**src/rtl/error_sampler.sv**
```systemverilog
// rtl/error_sampler.sv - PID sample-rate front end: period tick, ADC request, saturated error and difference
// Paces one ADC conversion per DIV enabled cycles and turns each returned sample into ek/dek plus an en_k strobe.
module error_sampler #(
  parameter int W   = 12,
  parameter int DIV = 100
) (
  input  logic         clk,
  input  logic         rst_n,
  input  logic         enable,
  input  logic         clr_missed,
  input  logic [W-1:0] ref_in,
  input  logic [W-1:0] adc_data,
  input  logic         adc_valid,
  output logic         adc_start,
  output logic [W-1:0] ek,
  output logic [W-1:0] dek,
  output logic         en_k,
  output logic         missed
);

  localparam int CW = $clog2(DIV);

  typedef enum logic [1:0] {IDLE, WAIT, CALC} state_t;

  state_t         state_q, state_d;
  logic [CW-1:0]  cnt_q, cnt_d;
  logic           adc_start_q, adc_start_d;
  logic           en_k_q, en_k_d;
  logic           missed_q, missed_d;
  logic [W-1:0]   ek_q, ek_d;
  logic [W-1:0]   dek_q, dek_d;
  logic [W-1:0]   y_q, y_d;
  logic [W-1:0]   r_q, r_d;
  logic           tick;
  logic [W:0]     diff_e;
  logic [W-1:0]   ek_new;
  logic [W:0]     diff_de;

  // Clamp a W+1 bit two's complement value into the W-bit signed range.
  function automatic logic [W-1:0] sat(input logic [W:0] v);
    if (v[W] != v[W-1]) begin
      sat = v[W] ? {1'b1, {(W-1){1'b0}}} : {1'b0, {(W-1){1'b1}}};
    end else begin
      sat = v[W-1:0];
    end
  endfunction

  assign tick = enable && (cnt_q == CW'(DIV - 1));

  always_comb begin
    cnt_d = cnt_q;
    if (enable) begin
      cnt_d = tick ? '0 : cnt_q + CW'(1);
    end
  end

  always_comb begin
    diff_e  = {r_q[W-1], r_q} - {y_q[W-1], y_q};
    ek_new  = sat(diff_e);
    diff_de = {ek_new[W-1], ek_new} - {ek_q[W-1], ek_q};
  end

  always_comb begin
    state_d     = state_q;
    adc_start_d = 1'b0;
    en_k_d      = 1'b0;
    missed_d    = missed_q & ~clr_missed;
    ek_d        = ek_q;
    dek_d       = dek_q;
    y_d         = y_q;
    r_d         = r_q;
    case (state_q)
      IDLE: begin
        if (tick) begin
          state_d     = WAIT;
          adc_start_d = 1'b1;
        end
      end
      WAIT: begin
        // A returning sample takes priority over a period tick landing on the same edge.
        if (adc_valid) begin
          y_d     = adc_data;
          r_d     = ref_in;
          state_d = CALC;
        end else if (tick) begin
          missed_d    = 1'b1;
          adc_start_d = 1'b1;
        end
      end
      CALC: begin
        ek_d    = ek_new;
        dek_d   = sat(diff_de);
        en_k_d  = 1'b1;
        state_d = IDLE;
      end
      default: state_d = IDLE;
    endcase
  end

  always_ff @(posedge clk or negedge rst_n) begin
    if (!rst_n) begin
      state_q     <= IDLE;
      cnt_q       <= '0;
      adc_start_q <= 1'b0;
      en_k_q      <= 1'b0;
      missed_q    <= 1'b0;
      ek_q        <= '0;
      dek_q       <= '0;
      y_q         <= '0;
      r_q         <= '0;
    end else begin
      state_q     <= state_d;
      cnt_q       <= cnt_d;
      adc_start_q <= adc_start_d;
      en_k_q      <= en_k_d;
      missed_q    <= missed_d;
      ek_q        <= ek_d;
      dek_q       <= dek_d;
      y_q         <= y_d;
      r_q         <= r_d;
    end
  end

  assign adc_start = adc_start_q;
  assign en_k      = en_k_q;
  assign missed    = missed_q;
  assign ek        = ek_q;
  assign dek       = dek_q;

endmodule

```
**config.mk**
```make
export PLATFORM = sky130hd
export DESIGN_NAME = error_sampler
export DESIGN_NICKNAME = d
export VERILOG_FILES = /design/src/rtl/error_sampler.sv
export SDC_FILE = /design/constraint.sdc
export NUM_CORES = 1
export LEC_CHECK = 0
export ABC_AREA = 1
export CELL_PAD_IN_SITES_DETAIL_PLACEMENT = 2
export CELL_PAD_IN_SITES_GLOBAL_PLACEMENT = 2
export CORE_UTILIZATION = 30
export DETAILED_ROUTE_END_ITERATION = 8
export DONT_BUFFER_PORTS = 1
export PLACE_DENSITY_LB_ADDON = 0.05
export SYNTH_ARGS = -nofsm -noshare
export SYNTH_HDL_FRONTEND = slang
export SYNTH_SLANG_ARGS = --single-unit
```
**constraint.sdc**
```tcl
create_clock -name clk -period 5.22 [get_ports clk]
set_input_delay 1.044 -clock clk [delete_from_list [all_inputs] [get_ports clk]]
set_output_delay 1.044 -clock clk [all_outputs]
set_load 0.01 [all_outputs]
```
==> impl_metrics.csv <==
group,metric,value,unit
cts,clk_latency,0.34,ns
placement,dp_hpwl,9331,µm
logic_synthesis,synth_edf_count,0,
sta,setup_slack,0.4866,ns
logic_synthesis,synth_top_family_by_area,"simple AND/OR/NAND/NOR gates",
logic_synthesis,syn_area,4013,µm²
setup_path,crit_chain,"ha_1 > inv_1 > fa_1 > inv_1 > o21ai_1 > nand3_1 > nand3_1 > nand2_1 > and2_1 > ha_1 > inv_1 > o21ai_0 > a31o_2 > and2_1 > ha_1 > a21oi_1 > nand2_1 > nand3b_4 > nand3_2 > nand2_1 > nand3_2 > nand2_2 > a21oi_1",
routing,wl_met2,5421,µm
sta,rsz0062_at_grt,"no",
floorplan,die-area,13840,µm²
sta,post-route-period-util,90.68,%
floorplan,die_h,117.7,µm
setup_path,required,5.42,ns
routing,dr.max_layer_used,"met4",
logic_synthesis,synthXorXnorAreaFrac,1.746,%
sta,skew,0.007501,ns
routing,route.met3.wl,360,µm
logic_synthesis,synthMuxAreaShare,0,%
routing,wl_per_cell,16.07,µm
global_routing,antenna_found_initial,0,
cts,clk_pin_slew,0.06,ns
sta,period_minus_slack,4.733,ns
logic_synthesis,synthArstFlopShare,100.0,%
logic_synthesis,seq_area_frac_synth,37.42,%
cts,clockBufferDepth,2,
sta,tightest_slew,0.5441,ns
logic_synthesis,ys_ff_latch,60,
global_routing,grt_usage,18.19,%
floorplan,coreArea,12820,µm²
floorplan,initial_utilization,31.29,%
routing,via_per_inst,4.843,
cts,cts_buffers,9,
logic_synthesis,ys_warn_count,0,
logic_synthesis,avgSynthCellArea,7.309,µm²
finish,diodes,0,
routing,firstDrtPassIters,4,
logic_synthesis,ys_types,37,
routing,drc,0,
cts,cts-hold-fix-buffers,0,
finish,drive_gt1_share,9.239,%
setup_path,cp_slowest_stage_delay,0.40,ns
global_routing,grt_pass1_wl,19840,µm
cts,post_cts_buffers,0,
logic_synthesis,syn-instance-count,549,
flow_run,drv_cap,0,
global_routing,grt_pass1_vias,3954,
setup_path,path_delay_family,"simple AND/OR/NAND/NOR gates",
placement,place.gp.congestion,0.7808,
finish,nets,606,
logic_synthesis,synth_ff_type,"dfrtp_1",
floorplan,rows,41,
min_path,worstHoldPathType,"in -> async",
status,status,"finished clean",
routing,via_count,3506,
routing,routed_wl,11630,µm
finish,final_cell_area,4456,µm²
sta,final_hold_viol_count,0,
logic_synthesis,synthAdderAreaFrac,9.417,%
floorplan,num_io_pins,56,
global_routing,grt_max_degree,61,
sta,slew_violations,0,
floorplan,die_w,117.7,µm
setup_path,crit_buf_inv,3,
routing,drtIter0Drc,92,
logic_synthesis,synth_compound_area_share,11.01,%
cts,cts-root-buf,"clkbuf_16",
sta,finalSetupViolCount,0,
setup_path,cp-end-kind,"flop",
cts,h-tree-depth,3,
routing,ant_nets,0,
cts,cts_tree,"done",
sta,relSlewSlack,63.64,%
finish,utilization,34.74,%
routing,wl_met1,5705,µm
logic_synthesis,yosys.area_share.simple,30.75,%
setup_path,critical_path_class,"reg -> reg",
placement,place_area,4163,µm²
setup_path,worstSetupStartpointType,"flop",
cts,numClockSinks,60,
logic_synthesis,syn_nets,607,
setup_path,cpMaxStageDelayCell,"dfrtp_1",
setup_path,critPathArrivalTime,4.94,ns
global_routing,gr-total-overflow,0,
sta,fmax,211.3,MHz
setup_path,worstPathMaxFanout,11,
finish,synthToLayoutAreaGrowth,11.04,%
placement,portBuffers,0,
sta,finalSetupTns,0,ns
placement,dp_slack,0.4529,ns
cts,post_cts_resized,0,
worst reg2reg max path: cells and delay by family, from the launching register on:
| family | cells | cell delay [ns] |
|---|---|---|
| AOI/OAI and AO/OA | 5 | 0.97 |
| buffers and inverters | 3 | 0.44 |
| and+or+nand+nor | 11 | 1.59 |
| adders and majority gates | 4 | 1.20 |
| DFF | 1 | 0.40 |
through the flow:
stage	std cells	hold slack [ns]
after detailed placement	709	0.4725
after global placement	709	0.4696
after global routing	724	0.3872
final	724	0.3999
after CTS	724	0.3884
after floorplan	549	0.4528
state kept, by name, summed over array words and instances, names as in the netlist:
name,cells
cnt_q,7
y_q,12
ek,12
state_q,2
missed,1
dek,12
adc_start,1
en_k,1
r_q,12
final timing paths:
path / startpoint / endpoint / slack (ns) / cells after the start
min in group clk: r_q[6] / r_q[6] / 0.49 / 2
max in group asynchronous: rst_n / dek[10] / 4.73 / 0
setup reg to reg: y_q[0] / dek[0] / 0.49 / 23
hold reg to reg: r_q[6] / r_q[6] / 0.49 / 2
setup / recovery: y_q[0] / dek[0] / 0.49 / 23
hold / removal: rst_n / missed / 0.40 / 0
routing by layer:
metal  GRT usage (%)  vias up
met3           3.052        8
li1                -     1730
met2           29.67       43
met4           6.490        0
met1           24.13     1725
met5               0        -
cells in the final DEF, fill, tap and decap left out, types with 2 or more instances in the layout:
master,netlist,routed
xnor2_1,2,2
or2_2,3,3
nand4_1,11,11
a21oi_2,12,12
nand2_1,166,166
and2_1,7,7
nand3_2,5,5
o21ai_0,31,31
clkinvlp_4,0,2
inv_1,80,80
nor3_1,5,5
a21oi_1,21,21
inv_2,3,3
nor2_1,39,39
xor2_1,6,6
nand3_1,31,31
nand3b_1,2,2
dfrtp_1,60,60
fa_1,2,2
o21bai_1,2,2
ha_1,27,27
o21ai_1,3,3
nand2_2,8,8
clkbuf_16,0,9
Yosys cell counts (2+ instances only):
library cell / instances / area, µm²
nand3_2: 5 / 50.05
o21ai_0: 31 / 155.2
nand2_2: 8 / 50.05
clkbuf_1: 7 / 26.28
fa_1: 2 / 40.04
a21oi_1: 21 / 105.1
or2_2: 3 / 18.77
ha_1: 27 / 337.8
dfrtp_1: 60 / 1501
nand4_1: 11 / 68.82
buf_6: 2 / 22.52
inv_2: 3 / 11.26
xor2_1: 6 / 52.55
and2_1: 7 / 43.79
nor3_1: 5 / 25.02
nand3b_1: 2 / 15.01
o21bai_1: 2 / 15.01
nand2_1: 166 / 623.1
buf_4: 2 / 15.01
inv_1: 80 / 300.3
a21oi_2: 12 / 105.1
nor2_1: 39 / 146.4
xnor2_1: 2 / 17.52
o21ai_1: 3 / 15.01
nand3_1: 31 / 155.2
layout make-up:
class                   count  area (µm²)
multi-input cells         392        2123
inverters                  84       315.3
clock inverters             4       50.05
clock buffers              11       242.7
fillers                  1546        8369
well taps                 172       215.2
repair buffers              1       7.507
flip-flops and latches     60        1501
kinds of logic after synthesis:
| logic type | after synthesis |
|---|---|
| simple gates | 280 |
| buf+inv | 97 |
| compound gates | 75 |
| flops | 60 |
| fa+ha+maj | 29 |
| xor+xnor | 8 |
Power is left out: the tool's default activity adds up to more than one toggle a clock period on the data nets, which glitch-free logic cannot reach.
